--- src/rtl/codec_spi_config_sequencer.sv ---
// codec_spi_config_sequencer
//   Walks NUM_WORDS entries of an external config ROM on each start request and
//   shifts every entry out as one SPI frame (MSB first, CPOL/CPHA from SPI_MODE),
//   capturing the MISO word of each frame.
// Ports
//   i_clock, i_reset_n      system clock, asynchronous active-low reset
//   i_enable                start request; a rising edge starts a sequence from IDLE/DONE
//   o_rom_addr, i_rom_data  ROM address out; data is expected one clock after the address changes
//   o_spi_cs_n, o_spi_clock, o_spi_mosi, i_spi_miso   SPI master pins
//   o_rx_data, o_rx_valid   captured MISO word of the last frame and its update strobe
//   o_busy, o_done          sequence running / sequence finished
//   o_state                 FSM state, for debug and checkers
// Handshake: o_rx_valid is a one-cycle strobe with no ready. The consumer must take
//   o_rx_data in that cycle; o_rx_data then holds until the next frame completes.
module codec_spi_config_sequencer #(
  parameter int SPI_DATA_WIDTH    = 32,
  parameter int SPI_CLOCK_DIVIDER = 4,
  parameter int SPI_MODE          = 0,
  parameter int NUM_WORDS         = 16,
  parameter int CS_GAP_CYCLES     = 8,
  parameter int ADDR_WIDTH        = 8
) (
  input  logic                      i_clock,
  input  logic                      i_reset_n,
  input  logic                      i_enable,
  output logic [ADDR_WIDTH-1:0]     o_rom_addr,
  input  logic [SPI_DATA_WIDTH-1:0] i_rom_data,
  output logic                      o_spi_cs_n,
  output logic                      o_spi_clock,
  output logic                      o_spi_mosi,
  input  logic                      i_spi_miso,
  output logic [SPI_DATA_WIDTH-1:0] o_rx_data,
  output logic                      o_rx_valid,
  output logic                      o_busy,
  output logic                      o_done,
  output logic [2:0]                o_state
);

  localparam int W       = SPI_DATA_WIDTH;
  localparam logic CPOL  = 1'((SPI_MODE >> 1) & 1);
  localparam logic CPHA  = 1'(SPI_MODE & 1);
  // One counter serves SETUP, the SHIFT half-periods, HOLD and GAP.
  localparam int CNT_MAX = (SPI_CLOCK_DIVIDER > CS_GAP_CYCLES) ? SPI_CLOCK_DIVIDER : CS_GAP_CYCLES;
  localparam int CNT_W   = $clog2(CNT_MAX);
  localparam int HALF_W  = $clog2(2 * W);

  localparam logic [CNT_W-1:0]      DIV_LAST  = CNT_W'(SPI_CLOCK_DIVIDER - 1);
  localparam logic [CNT_W-1:0]      GAP_LAST  = CNT_W'(CS_GAP_CYCLES - 1);
  localparam logic [HALF_W-1:0]     HALF_LAST = HALF_W'(2 * W - 1);
  localparam logic [ADDR_WIDTH-1:0] ADDR_LAST = ADDR_WIDTH'(NUM_WORDS - 1);

  typedef enum logic [2:0] {
    S_IDLE  = 3'd0,
    S_FETCH = 3'd1,
    S_LOAD  = 3'd2,
    S_SETUP = 3'd3,
    S_SHIFT = 3'd4,
    S_HOLD  = 3'd5,
    S_GAP   = 3'd6,
    S_DONE  = 3'd7
  } state_t;

  state_t              state;
  logic                en_q;
  logic [CNT_W-1:0]    cnt;
  logic [HALF_W-1:0]   half;
  logic [W-1:0]        tx_shift;
  logic [W-1:0]        rx_shift;
  logic                lead_edge;

  // SCLK toggles at the end of every half-period; the toggle that ends an
  // even-numbered half-period moves SCLK away from idle, i.e. a leading edge.
  assign lead_edge = ~half[0];
  assign o_state   = state;

  always_ff @(posedge i_clock or negedge i_reset_n) begin
    if (!i_reset_n) begin
      state       <= S_IDLE;
      en_q        <= 1'b0;
      cnt         <= '0;
      half        <= '0;
      tx_shift    <= '0;
      rx_shift    <= '0;
      o_rom_addr  <= '0;
      o_spi_cs_n  <= 1'b1;
      o_spi_clock <= CPOL;
      o_spi_mosi  <= 1'b0;
      o_rx_data   <= '0;
      o_rx_valid  <= 1'b0;
      o_busy      <= 1'b0;
      o_done      <= 1'b0;
    end else begin
      en_q       <= i_enable;
      o_rx_valid <= 1'b0;
      case (state)
        S_IDLE, S_DONE: begin
          if (i_enable && !en_q) begin
            state      <= S_FETCH;
            o_busy     <= 1'b1;
            o_done     <= 1'b0;
            o_rom_addr <= '0;
          end
        end
        S_FETCH: state <= S_LOAD;
        S_LOAD: begin
          tx_shift   <= i_rom_data;
          o_spi_cs_n <= 1'b0;
          if (!CPHA) o_spi_mosi <= i_rom_data[W-1];
          cnt        <= '0;
          state      <= S_SETUP;
        end
        S_SETUP: begin
          if (cnt == DIV_LAST) begin
            cnt   <= '0;
            half  <= '0;
            state <= S_SHIFT;
          end else begin
            cnt <= cnt + 1'b1;
          end
        end
        S_SHIFT: begin
          if (cnt == DIV_LAST) begin
            cnt         <= '0;
            o_spi_clock <= ~o_spi_clock;
            if (lead_edge ^ CPHA) rx_shift <= {rx_shift[W-2:0], i_spi_miso};
            if (CPHA && lead_edge) begin
              o_spi_mosi <= tx_shift[W-1];
              tx_shift   <= {tx_shift[W-2:0], 1'b0};
            end
            // Mode with CPHA=0 already presented the MSB in LOAD; the final
            // trailing edge has no further bit to present.
            if (!CPHA && !lead_edge && (half != HALF_LAST)) begin
              o_spi_mosi <= tx_shift[W-2];
              tx_shift   <= {tx_shift[W-2:0], 1'b0};
            end
            if (half == HALF_LAST) state <= S_HOLD;
            else                   half  <= half + 1'b1;
          end else begin
            cnt <= cnt + 1'b1;
          end
        end
        S_HOLD: begin
          if (cnt == DIV_LAST) begin
            cnt        <= '0;
            o_spi_cs_n <= 1'b1;
            o_rx_data  <= rx_shift;
            o_rx_valid <= 1'b1;
            state      <= S_GAP;
          end else begin
            cnt <= cnt + 1'b1;
          end
        end
        S_GAP: begin
          if (cnt == GAP_LAST) begin
            cnt <= '0;
            if (o_rom_addr == ADDR_LAST) begin
              state  <= S_DONE;
              o_busy <= 1'b0;
              o_done <= 1'b1;
            end else begin
              o_rom_addr <= o_rom_addr + 1'b1;
              state      <= S_FETCH;
            end
          end else begin
            cnt <= cnt + 1'b1;
          end
        end
        default: state <= S_IDLE;
      endcase
    end
  end

endmodule

--- config.mk ---
export PLATFORM = sky130hd
export DESIGN_NAME = codec_spi_config_sequencer
export DESIGN_NICKNAME = d
export VERILOG_FILES = /design/src/rtl/codec_spi_config_sequencer.sv
export SDC_FILE = /design/constraint.sdc
export NUM_CORES = 1
export LEC_CHECK = 0
export ABC_AREA = 0
export CORE_MARGIN = 4
export CORE_UTILIZATION = 30
export DETAILED_ROUTE_END_ITERATION = 12
export SLEW_MARGIN = 20
export SYNTH_ARGS = -nofsm -noshare
export SYNTH_HDL_FRONTEND = slang
export SYNTH_SLANG_ARGS = --single-unit
--- constraint.sdc ---
create_clock -name i_clock -period 5.52 [get_ports i_clock]
set_clock_uncertainty 0.15 [all_clocks]
set_input_delay 0.552 -clock i_clock [delete_from_list [all_inputs] [get_ports i_clock]]
set_output_delay 0.552 -clock i_clock [all_outputs]
set_load 0.02 [all_outputs]
==> reports/results.tsv <==
metric	value	unit
cp.arrival	3070	ps
cp_top_family	simple AND/OR/NAND/NOR gates	
final_cell_area	7030	µm²
synthXorXnorAreaFrac	0.158	%
wl	11800	µm
hold_ws	59.8	ps
endpoint_kind	flip-flop	
ant_nets	0	
post-dp-hpwl	7440	µm
dieArea	20700	µm²
avgSynthCellArea	12.2	µm²
worstRegToRegCells	6	
clockRootBuffer	clkbuf_16	
tightest_slew	955	ps
vias	3806	
ctsResizeCount	0	
clk_latency	410	ps
synthDistinctLibCells	55	
crit_chain	ha_1, ha_1, buf_4, nand3_2, nor2_4, mux2_2	
critPathKind	flip-flop to flip-flop	
hp-class	primary input to asynchronous set/reset pin	
synthCells	453	
dieWidth	144	µm
cap_violations	0	
drc	0	
post-route-period-util	53.1	%
setup-tns-final	0	ps
cts_tree	built	
ios	85	
synth_nets	495	
synth.area.top_cells	dfrtp_1 55%, mux2_2 6.7%, mux2_1 6.3%	
slew_headroom	36.3	%
synth_edf_count	0	
rsz0062_at_grt	false	
synth_compound_area_share	13.6	%
yosys.area_share.simple	11.0	%
track_usage	11.9	%
drt_iter0_drc	167	
antenna_found_initial	0	
crit_path_start	cnt[0]$_DFFE_PN0P_	
rr_endpoint	rx_shift[21]$_DFFE_PN0P_	
path_buf_inv	1	
grt_max_degree	66	
worstSetupPathDepth	6	
synthArstFlopShare	100	%
critical-path-slowest-cell	nor2_4	
path_clk_slew	60	ps
p_leak	0.00326	µW
synthAdderAreaFrac	1.35	%
synthFlopType	dfrtp_1	
drt-wirelength-per-cell	15.3	µm
yosysTopAreaCellShare	54.6	%
reg2reg_slack	2590	ps
grt_pass1_wl	19500	µm
start_util	30.7	%
synth_common_cells	121 x dfrtp_1, 33 x mux2_2, 31 x a2bb2oi_1, 31 x mux2_1, 30 x nand3b_1	
core_area	18100	µm²
hold_buffers	0	
critical_path.most_common_cell	ha_1	
first_pass_iters	6	
p_per_area	282	nW/µm²
synth_most_common_cell	dfrtp_1	
slew_viol_final	0	
nNetsFinal	572	
top_layer	met4	
synth_top_family_by_area	multiplexers	
die_h	144	µm
drive_above_1_share	15.5	%
synth-seq-cells	122	
crit_path_max_fanout	42	
startpoint_type	flip-flop	
postPlaceCellArea	6490	µm²
post-cts-setup-buffer-count	0	
area_growth	26.7	%
wl_met2	5500	µm
htree_levels	4	
ys_seq_area_share	55.1	%
timing_hold_violations_final	0	
n_antenna_cell	0	
cts_sinks	122	
grt_overflow	0	
cpPeakStageDelay	770	ps
cts_buffers	17	
synth_area	5550	µm²
min_period	2930	ps
vdd_drop_max	0.216	mV
cp.required	5660	ps
core.rowCount	49	
wl_met1	5450	µm
setup_viol	0	
yosysWarnings	0	
n_fill_cell	1676	
power	1980	µW
cts_buffer_depth	2	
fmax	0.341	GHz
yosysTopAreaCell	dfrtp_1	
status	completed	
vias_per_cell	4.94	
portBuffers	84	
muxShareOfSynthArea	14.3	%
met3_length	568	µm
gp_congestion	0.756	
r2r_start	cnt[0]$_DFFE_PN0P_	
grt_pass1_vias	3961	
worst max path at each step:
stage	end	slack, ps
2_1_floorplan	rx_shift[10]$_DFFE_PN0P_	3590
3_3_place_gp	rx_shift[31]$_DFFE_PN0P_	2680
3_5_place_dp	rx_shift[18]$_DFFE_PN0P_	2600
4_1_cts	rx_shift[21]$_DFFE_PN0P_	2570
5_1_grt	rx_shift[31]$_DFFE_PN0P_	2380
6_report	rx_shift[21]$_DFFE_PN0P_	2590
sequential cells by signal, summed over array words and instances, names as in the netlist:
register and cells:
o_rx_data 32, rx_shift 32, tx_shift 31, o_rom_addr 8, half 6, cnt 3, o_state 3, en_q 1
o_busy 1, o_done 1, o_rx_valid 1, o_spi_clock 1, o_spi_cs_n 1, o_spi_mosi 1
metal layers:
layer,vias to the layer above,GRT usage (%)
met5,-,0
met4,0,5.25
met3,19,4.10
met2,77,18.4
met1,1896,15.0
li1,1814,-
cell type report:
type                            count  area, µm²  share of cell area, %
Tap cell                          229        287                   4.08
Sequential cell                   122       3050                   43.5
Clock buffer                       24        492                   7.00
Timing Repair Buffer               88        868                   12.4
Clock inverter                      6       41.3                  0.588
Inverter                           12       45.0                  0.641
Multi-Input combinational cell    289       2240                   31.9
worst register-to-register path: cells and delay by family (launching register included):
family	cells	cell delay, ps
AND/OR/NAND/NOR	2	1010
multiplexers	1	440
buffers and inverters	1	390
flip-flops	1	430
adder cells (fa/ha/maj)	2	400
report_power, final:
| group | switching, µW | internal (µW) | total (µW) | leakage, µW |
|---|---|---|---|---|
| logic | 31.2 | 40.2 | 71.5 | 0.00142 |
| clock network | 379 | 614 | 994 | 0.000254 |
| registers | 6.33 | 908 | 915 | 0.00159 |
kinds of logic (layout without fill, tap and decap cells):
kind of cell / after synthesis / after routing
flops: 122 / 122
compound gates: 110 / 110
simple gates: 101 / 101
mux: 71 / 71
buf+inv: 42 / 130
fa+ha+maj: 6 / 6
xor+xnor: 1 / 1
per-stage QoR:
step | utilization, % | setup slack, ps | std cells
after global placement | 35.9 | 2680 | 740
after detailed placement | 35.9 | 2600 | 740
after CTS | 38.9 | 2570 | 770
after floorplan | - | 3590 | 453
final | 38.9 | 2590 | 770
after global routing | 38.9 | 2380 | 770
cells in the final DEF, fill, tap and decap left out, types with 5 or more instances in the layout:
master	count
a21oi_1	11
a2bb2oi_1	31
a31oi_1	7
buf_4	5
clkbuf_16	17
clkdlybuf4s50_1	83
dfrtp_1	121
ha_1	6
inv_1	12
mux2_1	31
mux2_2	33
mux2i_1	7
nand2_1	21
nand3_1	7
nand3b_1	30
nor2_1	13
o21ai_0	12
o21ai_1	29
Power figures use the tool's default switching activity.
